**src/rtl/alu_pkg.sv**
```systemverilog
// alu_pkg: opcode enum and NZVC flag struct shared by alu_core, alu_pipe and the bench.
package alu_pkg;
    typedef enum logic [2:0] {
        ALU_PASS_B   = 3'b000,
        ALU_LSL      = 3'b001,
        ALU_ADD      = 3'b010,
        ALU_SUBTRACT = 3'b011,
        ALU_AND      = 3'b100,
        ALU_OR       = 3'b101,
        ALU_XOR      = 3'b110,
        ALU_LSR      = 3'b111
    } alu_op_t;
    typedef struct packed {
        logic n;
        logic z;
        logic v;
        logic c;
    } alu_flags_t;
endpackage

```
**src/rtl/alu_if.sv**
```systemverilog
// alu_if: request/response handshake bundle between register-read, alu_pipe and writeback.
interface alu_if #(
    parameter int WIDTH = 64
);
    logic             in_valid;
    logic             in_ready;
    logic [2:0]       cntrl;
    logic [WIDTH-1:0] A;
    logic [WIDTH-1:0] B;
    logic             set_flags;
    logic             out_valid;
    logic             out_ready;
    logic [WIDTH-1:0] result;
    logic             negative;
    logic             zero;
    logic             overflow;
    logic             carry_out;
    logic             illegal;
    logic [3:0]       flags_q;
    modport master (
        output in_valid, cntrl, A, B, set_flags, out_ready,
        input  in_ready, out_valid, result, negative, zero, overflow, carry_out, illegal, flags_q
    );
    modport slave (
        input  in_valid, cntrl, A, B, set_flags, out_ready,
        output in_ready, out_valid, result, negative, zero, overflow, carry_out, illegal, flags_q
    );
endinterface

```
**src/rtl/alu_core.sv**
```systemverilog
// alu_core: combinational opcode/operand evaluation producing result, NZVC flags and illegal.
// LSL/LSR are only legal (and a shifter only exists) when ALU_SHIFT_EN is defined.
module alu_core import alu_pkg::*; #(
    parameter int WIDTH = 64
) (
    input  alu_op_t          op,
    input  logic [WIDTH-1:0] a,
    input  logic [WIDTH-1:0] b,
    output logic [WIDTH-1:0] result,
    output alu_flags_t       flags,
    output logic             illegal
);
`ifdef ALU_SHIFT_EN
    localparam int SW = $clog2(WIDTH);
`endif
    logic             arith;
    logic             sub;
    logic [WIDTH-1:0] bx;
    logic [WIDTH:0]   sum;
    always_comb begin
        sub     = op == ALU_SUBTRACT;
        arith   = op == ALU_ADD || sub;
        bx      = sub ? ~b : b;
        sum     = {1'b0, a} + {1'b0, bx} + (WIDTH+1)'(sub);
        illegal = 1'b0;
        result  = '0;
        case (op)
            ALU_PASS_B:             result = b;
            ALU_ADD, ALU_SUBTRACT:  result = sum[WIDTH-1:0];
            ALU_AND:                result = a & b;
            ALU_OR:                 result = a | b;
            ALU_XOR:                result = a ^ b;
`ifdef ALU_SHIFT_EN
            ALU_LSL:                result = a << b[SW-1:0];
            ALU_LSR:                result = a >> b[SW-1:0];
`endif
            default:                illegal = 1'b1;
        endcase
        // Illegal ops fall out as result 0, so N=0 and Z=1 without special-casing.
        flags.n = result[WIDTH-1];
        flags.z = result == '0;
        flags.v = arith && (a[WIDTH-1] == bx[WIDTH-1]) && (result[WIDTH-1] != a[WIDTH-1]);
        flags.c = arith && sum[WIDTH];
    end
endmodule

```
**src/rtl/alu_pipe.sv**
```systemverilog
// alu_pipe: two-stage pipelined ALU (S1 operands, S2 result) with valid/ready and persistent flags_q.
// Build option ALU_SHIFT_EN enables the LSL/LSR opcodes inside alu_core.
module alu_pipe import alu_pkg::*; #(
    parameter int WIDTH = 64
) (
    input logic  clk,
    input logic  reset,
    alu_if.slave bus
);
    logic             s1_valid, s1_set, s2_set, s2_adv, s1_adv;
    logic             out_valid_q, illegal_n, illegal_q;
    alu_op_t          s1_op;
    logic [WIDTH-1:0] s1_a, s1_b, result_n, result_q;
    alu_flags_t       flags_n, flags_s2, flags_p;
    assign s2_adv = !out_valid_q || bus.out_ready;
    assign s1_adv = !s1_valid || s2_adv;
    alu_core #(.WIDTH(WIDTH)) core (
        .op      (s1_op),
        .a       (s1_a),
        .b       (s1_b),
        .result  (result_n),
        .flags   (flags_n),
        .illegal (illegal_n)
    );
    always_ff @(posedge clk or posedge reset) begin
        if (reset) begin
            s1_valid    <= 1'b0;
            s1_op       <= ALU_PASS_B;
            s1_a        <= '0;
            s1_b        <= '0;
            s1_set      <= 1'b0;
            out_valid_q <= 1'b0;
            result_q    <= '0;
            flags_s2    <= '0;
            illegal_q   <= 1'b0;
            s2_set      <= 1'b0;
            flags_p     <= '0;
        end else begin
            if (s1_adv) begin
                s1_valid <= bus.in_valid;
                s1_op    <= alu_op_t'(bus.cntrl);
                s1_a     <= bus.A;
                s1_b     <= bus.B;
                s1_set   <= bus.set_flags;
            end
            // S2 only reloads from a valid S1 so a drained pipe keeps its last result visible.
            if (s2_adv) begin
                out_valid_q <= s1_valid;
                if (s1_valid) begin
                    result_q  <= result_n;
                    flags_s2  <= flags_n;
                    illegal_q <= illegal_n;
                    s2_set    <= s1_set;
                end
            end
            if (out_valid_q && bus.out_ready && s2_set && !illegal_q)
                flags_p <= flags_s2;
        end
    end
    assign bus.in_ready  = s1_adv;
    assign bus.out_valid = out_valid_q;
    assign bus.result    = result_q;
    assign bus.negative  = flags_s2.n;
    assign bus.zero      = flags_s2.z;
    assign bus.overflow  = flags_s2.v;
    assign bus.carry_out = flags_s2.c;
    assign bus.illegal   = illegal_q;
    assign bus.flags_q   = flags_p;
endmodule

```
**src/flat_wrapper.sv**
```systemverilog
// flat-port wrapper written by rule: the top's interface ports become plain ports
module alu_pipe_flat import alu_pkg::*;
#(
    parameter int WIDTH = 64
)
  (clk, reset, bus_in_valid, bus_cntrl, bus_A, bus_B, bus_set_flags, bus_out_ready, bus_in_ready, bus_out_valid, bus_result, bus_negative, bus_zero, bus_overflow, bus_carry_out, bus_illegal, bus_flags_q);
  alu_if #(.WIDTH(WIDTH)) bus_i ();
  input logic clk;
  input logic reset;
  input wire logic [$bits(bus_i.in_valid)-1:0] bus_in_valid;
  input wire logic [$bits(bus_i.cntrl)-1:0] bus_cntrl;
  input wire logic [$bits(bus_i.A)-1:0] bus_A;
  input wire logic [$bits(bus_i.B)-1:0] bus_B;
  input wire logic [$bits(bus_i.set_flags)-1:0] bus_set_flags;
  input wire logic [$bits(bus_i.out_ready)-1:0] bus_out_ready;
  output wire logic [$bits(bus_i.in_ready)-1:0] bus_in_ready;
  output wire logic [$bits(bus_i.out_valid)-1:0] bus_out_valid;
  output wire logic [$bits(bus_i.result)-1:0] bus_result;
  output wire logic [$bits(bus_i.negative)-1:0] bus_negative;
  output wire logic [$bits(bus_i.zero)-1:0] bus_zero;
  output wire logic [$bits(bus_i.overflow)-1:0] bus_overflow;
  output wire logic [$bits(bus_i.carry_out)-1:0] bus_carry_out;
  output wire logic [$bits(bus_i.illegal)-1:0] bus_illegal;
  output wire logic [$bits(bus_i.flags_q)-1:0] bus_flags_q;
  assign bus_i.in_valid = bus_in_valid;
  assign bus_i.cntrl = bus_cntrl;
  assign bus_i.A = bus_A;
  assign bus_i.B = bus_B;
  assign bus_i.set_flags = bus_set_flags;
  assign bus_i.out_ready = bus_out_ready;
  assign bus_in_ready = bus_i.in_ready;
  assign bus_out_valid = bus_i.out_valid;
  assign bus_result = bus_i.result;
  assign bus_negative = bus_i.negative;
  assign bus_zero = bus_i.zero;
  assign bus_overflow = bus_i.overflow;
  assign bus_carry_out = bus_i.carry_out;
  assign bus_illegal = bus_i.illegal;
  assign bus_flags_q = bus_i.flags_q;
  alu_pipe #(.WIDTH(WIDTH)) u_core (.clk(clk), .reset(reset), .bus(bus_i));
endmodule
```
**config.mk**
```make
export PLATFORM = sky130hd
export DESIGN_NAME = alu_pipe_flat
export DESIGN_NICKNAME = d
export VERILOG_FILES = /design/src/rtl/alu_pkg.sv /design/src/rtl/alu_if.sv /design/src/rtl/alu_core.sv /design/src/rtl/alu_pipe.sv /design/src/flat_wrapper.sv
export SDC_FILE = /design/constraint.sdc
export NUM_CORES = 1
export LEC_CHECK = 0
export BUFFER_PORTS_ARGS = -buffer_cell sky130_fd_sc_hd__buf_2
export CAP_MARGIN = 5
export CORE_UTILIZATION = 24
export DETAILED_ROUTE_END_ITERATION = 8
export SKIP_LAST_GASP = 1
export SYNTH_ARGS = -nofsm -noshare
export SYNTH_HDL_FRONTEND = slang
export SYNTH_HIERARCHICAL = 1
export SYNTH_SLANG_ARGS = --single-unit
export TNS_END_PERCENT = 30
```
**constraint.sdc**
```tcl
create_clock -name clk -period 12.15 [get_ports clk]
set_input_delay 1.8225 -clock clk [delete_from_list [all_inputs] [get_ports clk]]
set_output_delay 1.8225 -clock clk [all_outputs]
set_load 0.005 [all_outputs]
```
# Yosys cells after proc, flatten, opt, wreduce, memory -nomap -nowiden
# Cells that the tools add are included.
[word_totals] ff_bits=208 latch_bits=0 mem_bits_rw=0 rom_bits=0 input_bits=136 output_inout_bits=75 wordCells=50 memories=0
[classes] addsub=2 mul=0 div=0 magnitude_cmp=0 n_eq_ne=7 shift=0 n_mux=3 bitwise_logic=4 n_reduce_logical=17
[ops] cell="$pmux 64 s5" n=1
[ops] cell="$add 64x64->65" n=1
[ops] cell="$add 65x1->65" n=1
[ops] cell="$and 64x64->64" n=1
[ops] cell="$logic_not 64->1" n=1
[ops] cell="$mux 64" n=1
[ops] cell="$not 64->64" n=1
[ops] cell="$or 64x64->64" n=1
[ops] cell="$xor 64x64->64" n=1
[ops] cell="$eq 3x3->1 const B" n=3
[ops] cell="$eq 3x2->1 const B" n=2
[ops] cell="$logic_and 1x1->1" n=6
[ops] cell="$reduce_or 6->1" n=1
[ops] cell="$logic_not 1->1" n=3
[ops] cell="$logic_not 3->1" n=1
[ops] cell="$logic_or 1x1->1" n=3
[ops] cell="$reduce_and 2->1" n=1
[ops] cell="$reduce_or 2->1" n=1
[ops] cell="$eq 1x1->1" n=1
[ops] cell="$mux 1" n=1
[ops] cell="$ne 1x1->1" n=1

# Logic depth before layout (Yosys ltp)
[logic_depth] ltp_word=7 mapped_depth=23 mapped_depth_nobuf=17

# Cells and area by module
# Netlist, hierarchy kept.
[modules_own_cells] module="alu_core" n_inst=1 cells_each=1332 area_per_inst_um2=9082.5
[modules_own_cells] module="alu_pipe" n_inst=1 cells_each=443 area_per_inst_um2=7938.9

# Least setup slack after synthesis
# No wires, ideal clock.
[synth_timing] kind="reg2reg" startpoint="register u_core.s1_op[1]" endpoint="register u_core.flags_s2, in the netlist u_core/bus.zero" setup_ns=0.065 t_arrival_ns=5.603 required_ns=12.085 slack_ns=6.482 stages_incl_launch_ff=24 n_path_buf=6 synth_period_minus_slack_ns=5.668 path_cell_list="dfrtp_1 buf_2 nor2b_1 clkbuf_1 clkbuf_1 clkbuf_1 nand2_1 clkbuf_1 xnor2_1 ha_1 clkbuf_1 nand2_1 o21ai_1 a21oi_1 o221ai_1 a41o_1 xnor2_1 o211ai_1 or4b_1 or4_1 and4b_1 nand4_1 nor4_2 mux2_2"
[synth_rtl] element="start, declared" line_no="alu_pipe.sv:12" rtl="alu_op_t s1_op;"
[synth_rtl] element="start signal, assigned" line_no="alu_pipe.sv:41" rtl="s1_op <= alu_op_t'(bus.cntrl);"
[synth_rtl] element="end signal, assigned" line_no="alu_pipe.sv:51" rtl="flags_s2 <= flags_n;"
[synth_rtl] element="end, declared" line_no="alu_pipe.sv:14" rtl="alu_flags_t flags_n, flags_s2, flags_p;"

==> metrics.log <==
[metrics] status: completed
[metrics] CP Class: reg2reg
[metrics] Worst-path clk slew: 60 ps
[metrics] Post-synth top flop: sky130_fd_sc_hd__dfrtp_1
[metrics] total gr overflow: 0
[metrics] kind of capture point of the worst setup path: flip-flop
[metrics] clk sinks: 208
[metrics] nets in the synthesized netlist: 2,113
[metrics] internal power: approximately 2 mW
[metrics] Setup TNS Final: 0 ps
[metrics] vertical extent of the die: roughly 270 um
[metrics] switching fraction of total power: approximately two fifths
[metrics] pwr dens: roughly 160 mW/mm^2
[metrics] number of optimization iterations in the first detailed-route pass: 5
[metrics] final cycle utilization of the critical path: 54.0%
[metrics] standard cell with the maximum stage delay on the critical path: sky130_fd_sc_hd__buf_4
[metrics] leakage power: between 9 and 10 nW
[metrics] relative slew slack: 32.4%
[metrics] # setup viols final: 0
[metrics] HPWL after detailed placement: 43,500 um
[metrics] number of antenna-violating nets in the routed design: 0
[metrics] ratio of cells with drive above 1 in the final layout: 25.9%
[metrics] number of global-route vias before repair: ~14,000
[metrics] TritonCTS clock tree: yes
[metrics] Clock Latency Late Sink: 560 ps
[metrics] all-layer global routing usage: 15.6%
[metrics] flops & latches, synth: 208
[metrics] number of I/O port buffers: 210
[metrics] sequential element share of the synthesized area: 30.6%
[metrics] overall die area: 0.0720 mm^2
[metrics] biggest area consumer among synthesized cells: sky130_fd_sc_hd__dfrtp_1
[metrics] number of buffers added by the clock tree synthesis step: 27
[metrics] Critical Path Fanout Max: 32
[metrics] detailed-route wire length: 56,500 um
[metrics] number of DRC markers after the initial detailed-route iteration: approximately 900
[metrics] maximum root-to-sink buffer count: 3
[metrics] share of power burned in registers: 30.5%
[metrics] reported max-cap violation count: 0
[metrics] number of hold buffers added after cts: 0
[metrics] Initial Utilization: 24.3%
[metrics] maximum clock skew at final layout: around 22 ps
[metrics] core area: 0.0701 mm^2
[metrics] top post-synthesis cells by area: sky130_fd_sc_hd__dfrtp_1 (31%), sky130_fd_sc_hd__ha_1 (15%), sky130_fd_sc_hd__mux2_2 (10%)
[metrics] Total Nets Final: 2,279
[metrics] wire length of the first global-routing pass: 85,600 um
[metrics] setup bufs post-CTS: 0
[metrics] count of warnings emitted by yosys: 6
[metrics] Max Slew Vio Count: 0
[metrics] root buf cell: sky130_fd_sc_hd__clkbuf_16
[metrics] count of different cell masters after synthesis: 85
[metrics] slew of the pin with the lowest slew margin: 1010 ps
[metrics] top-count cell post-synth: sky130_fd_sc_hd__dfrtp_1
[metrics] Register-to-Register Setup Slack: 5590 ps
[metrics] element type at the critical path start: flip-flop
[metrics] DR vias: ~14,000
[metrics] fraction of power consumed by the clock network: 27.0%
[metrics] Post-Synthesis Cells: between 1,500 and 2,000
[metrics] power spent charging and discharging nets: 1.24 mW
[metrics] count of flip-flops with a built-in enable after synthesis: 0
[metrics] Hold/Removal Path Class: reg2reg
[metrics] total I/O pin count: 211
[metrics] cell family with the largest share of critical-path delay: simple AND/OR/NAND/NOR gates
[metrics] ratio of routed vias to standard cells: 4.78
[metrics] number of levels in the clock H-tree: 1
[metrics] minimum clock period: 6560 ps
[metrics] overall die width: 268 um
[metrics] Mapped Avg Cell Area: about 9.6 um^2
[metrics] area fraction of the dominant cell type after synthesis: 30.6%
[metrics] global placer's final weighted congestion: slightly above 0.9
[metrics] netlist area before placement: 0.0170 mm^2
[metrics] Residual DRC: 0
[metrics] Data arrival, critical path: 7060 ps
[metrics] Total Power: 3.20 mW
[metrics] area growth from synthesis to layout: 17.3%
[metrics] highest clock frequency the design can meet: 0.152 GHz
[metrics] largest vdd supply drop: between 0.1 and 0.15 mV
[metrics] largest net degree at the start of global routing: 99
[metrics] proportion of synthesized flip-flops having asynchronous set or reset: 100%
[metrics] part of the total power dissipated in combinational logic: around 43%
[metrics] crit-path cells: buf_4, nor2b_2, nand2_4, buf_4, xnor2_1, ha_1, a21oi_1, o21ai_1, a211oi_2, mux2_2, a21oi_1, o211ai_1, nor4_1, or4bb_1, or4_1, and4b_1, nand4_1, nor4_2, mux2_2
[metrics] number of hold-slack violations in the final timing report: 0
[metrics] number of antenna violations at the first check in global routing: 3
[metrics] Worst Path Buf+Inv: 2
[metrics] leading cell types by count after synthesis: sky130_fd_sc_hd__dfrtp_1 (208), sky130_fd_sc_hd__ha_1 (201), sky130_fd_sc_hd__mux2_2 (151), sky130_fd_sc_hd__inv_1 (147), sky130_fd_sc_hd__nand2_1 (126)
[metrics] biggest cell delay along the critical path: 580 ps
[metrics] Std-Cell Rows: 97
[metrics] wire length per cell: 19.5 um
[metrics] number of gates resized after cts: 0
[metrics] required time of the critical path: 12,650 ps
[metrics] unrepaired setup endpoints after global routing: false
-- metrics by stage --
step / hold slack [ps] / util [%] / setup slack (ps) / cell area [um^2] / std cells
after CTS: 504 / 28.4 / 5520 / 20000 / 2898
final: 497 / 28.5 / 5590 / 20000 / 2899
after floorplan: 457 / - / 4650 / 17000 / 1775
after global routing: 518 / 28.4 / 5210 / 20000 / 2898
after global placement: 482 / 27.1 / 5540 / 19000 / 2852
after detailed placement: 488 / 27.1 / 5510 / 19000 / 2852
-- kinds of logic after synthesis --
group           synth area share (%)
xor+xnor                        5.76
simple gates                    10.2
fa+ha+maj                       14.9
buf+inv                         5.83
compound gates                  17.1
mux                             15.7
flops                           30.6
-- path summary, 6_finish.rpt --
check                                      start  depth (start not counted)                    end
hold / removal             u_core/bus.result[44]                          1  u_core/bus.result[44]
setup reg to reg                 u_core/s1_op[1]                         19        u_core/bus.zero
max in group asynchronous                  reset                          4  u_core/bus.result[36]
min in group asynchronous                  reset                          2  u_core/bus.result[61]
setup / recovery                 u_core/s1_op[1]                         19        u_core/bus.zero
hold reg to reg            u_core/bus.result[44]                          1  u_core/bus.result[44]
-- state kept, by name (all words and copies together) (netlist names) --
name and flops:
u_core/bus.illegal 1, u_core/s1_op 3, u_core/bus.zero 1, u_core/s1_set 1, u_core/bus.carry_out 1, u_core/s2_set 1
u_core/bus.out_valid 1, u_core/s1_a 64, u_core/s1_b 64, u_core/s1_valid 1, u_core/bus.result 64, u_core/bus.negative 1
u_core/bus.flags_q 4, u_core/bus.overflow 1
-- worst register-to-register path: cells and delay by family (launching register included) --
kind | cells | cell delay (ps)
simple gates | 8 | 2940
mux | 2 | 480
fa+ha+maj | 1 | 390
xor+xnor | 1 | 160
compound gates | 5 | 1350
flops | 1 | 360
buf+inv | 2 | 830
-- power by group through the flow --
stage	sequential [mW]	combinational, mW	clock, mW
finish	0.975	1.36	0.865
CTS	0.978	1.37	0.896
floorplan	0.942	0.916	0
detailed placement	0.990	1.36	0
global route	0.996	1.50	0.921
global placement	0.985	1.36	0
-- layer usage --
metal	share of wire, %	track usage [%]	routed length, um
met5	0	0	0
met4	1.7	2.89	936
met3	4.7	2.00	2630
met2	47	25.8	26600
met1	47	21.6	26400
-- cells in the final DEF (no fill, tap or decap), types with 30 or more instances in the layout --
master                     count
sky130_fd_sc_hd__a21o_1       30
sky130_fd_sc_hd__xnor2_1      96
sky130_fd_sc_hd__a22oi_1      36
sky130_fd_sc_hd__nand4_1      31
sky130_fd_sc_hd__dfrtp_1     208
sky130_fd_sc_hd__nor2_1       97
sky130_fd_sc_hd__nand2_1     124
sky130_fd_sc_hd__o21ai_0      63
sky130_fd_sc_hd__mux2_4       58
sky130_fd_sc_hd__inv_1       146
sky130_fd_sc_hd__ha_1        201
sky130_fd_sc_hd__buf_2       210
sky130_fd_sc_hd__mux2_2      151
sky130_fd_sc_hd__a21oi_1     111
sky130_fd_sc_hd__o211ai_1     35
-- layout make-up --
type / instances / area (um^2)
clock inverters: 9 / 179
fillers: 7607 / 50200
clock buffers: 37 / 773
inverters: 148 / 563
repair buffers: 229 / 1210
diodes: 1 / 2.50
multi-input cells: 1327 / 10900
flip-flops and latches: 208 / 5200
well taps: 940 / 1180
No activity file was read; power rests on OpenSTA's default activity.
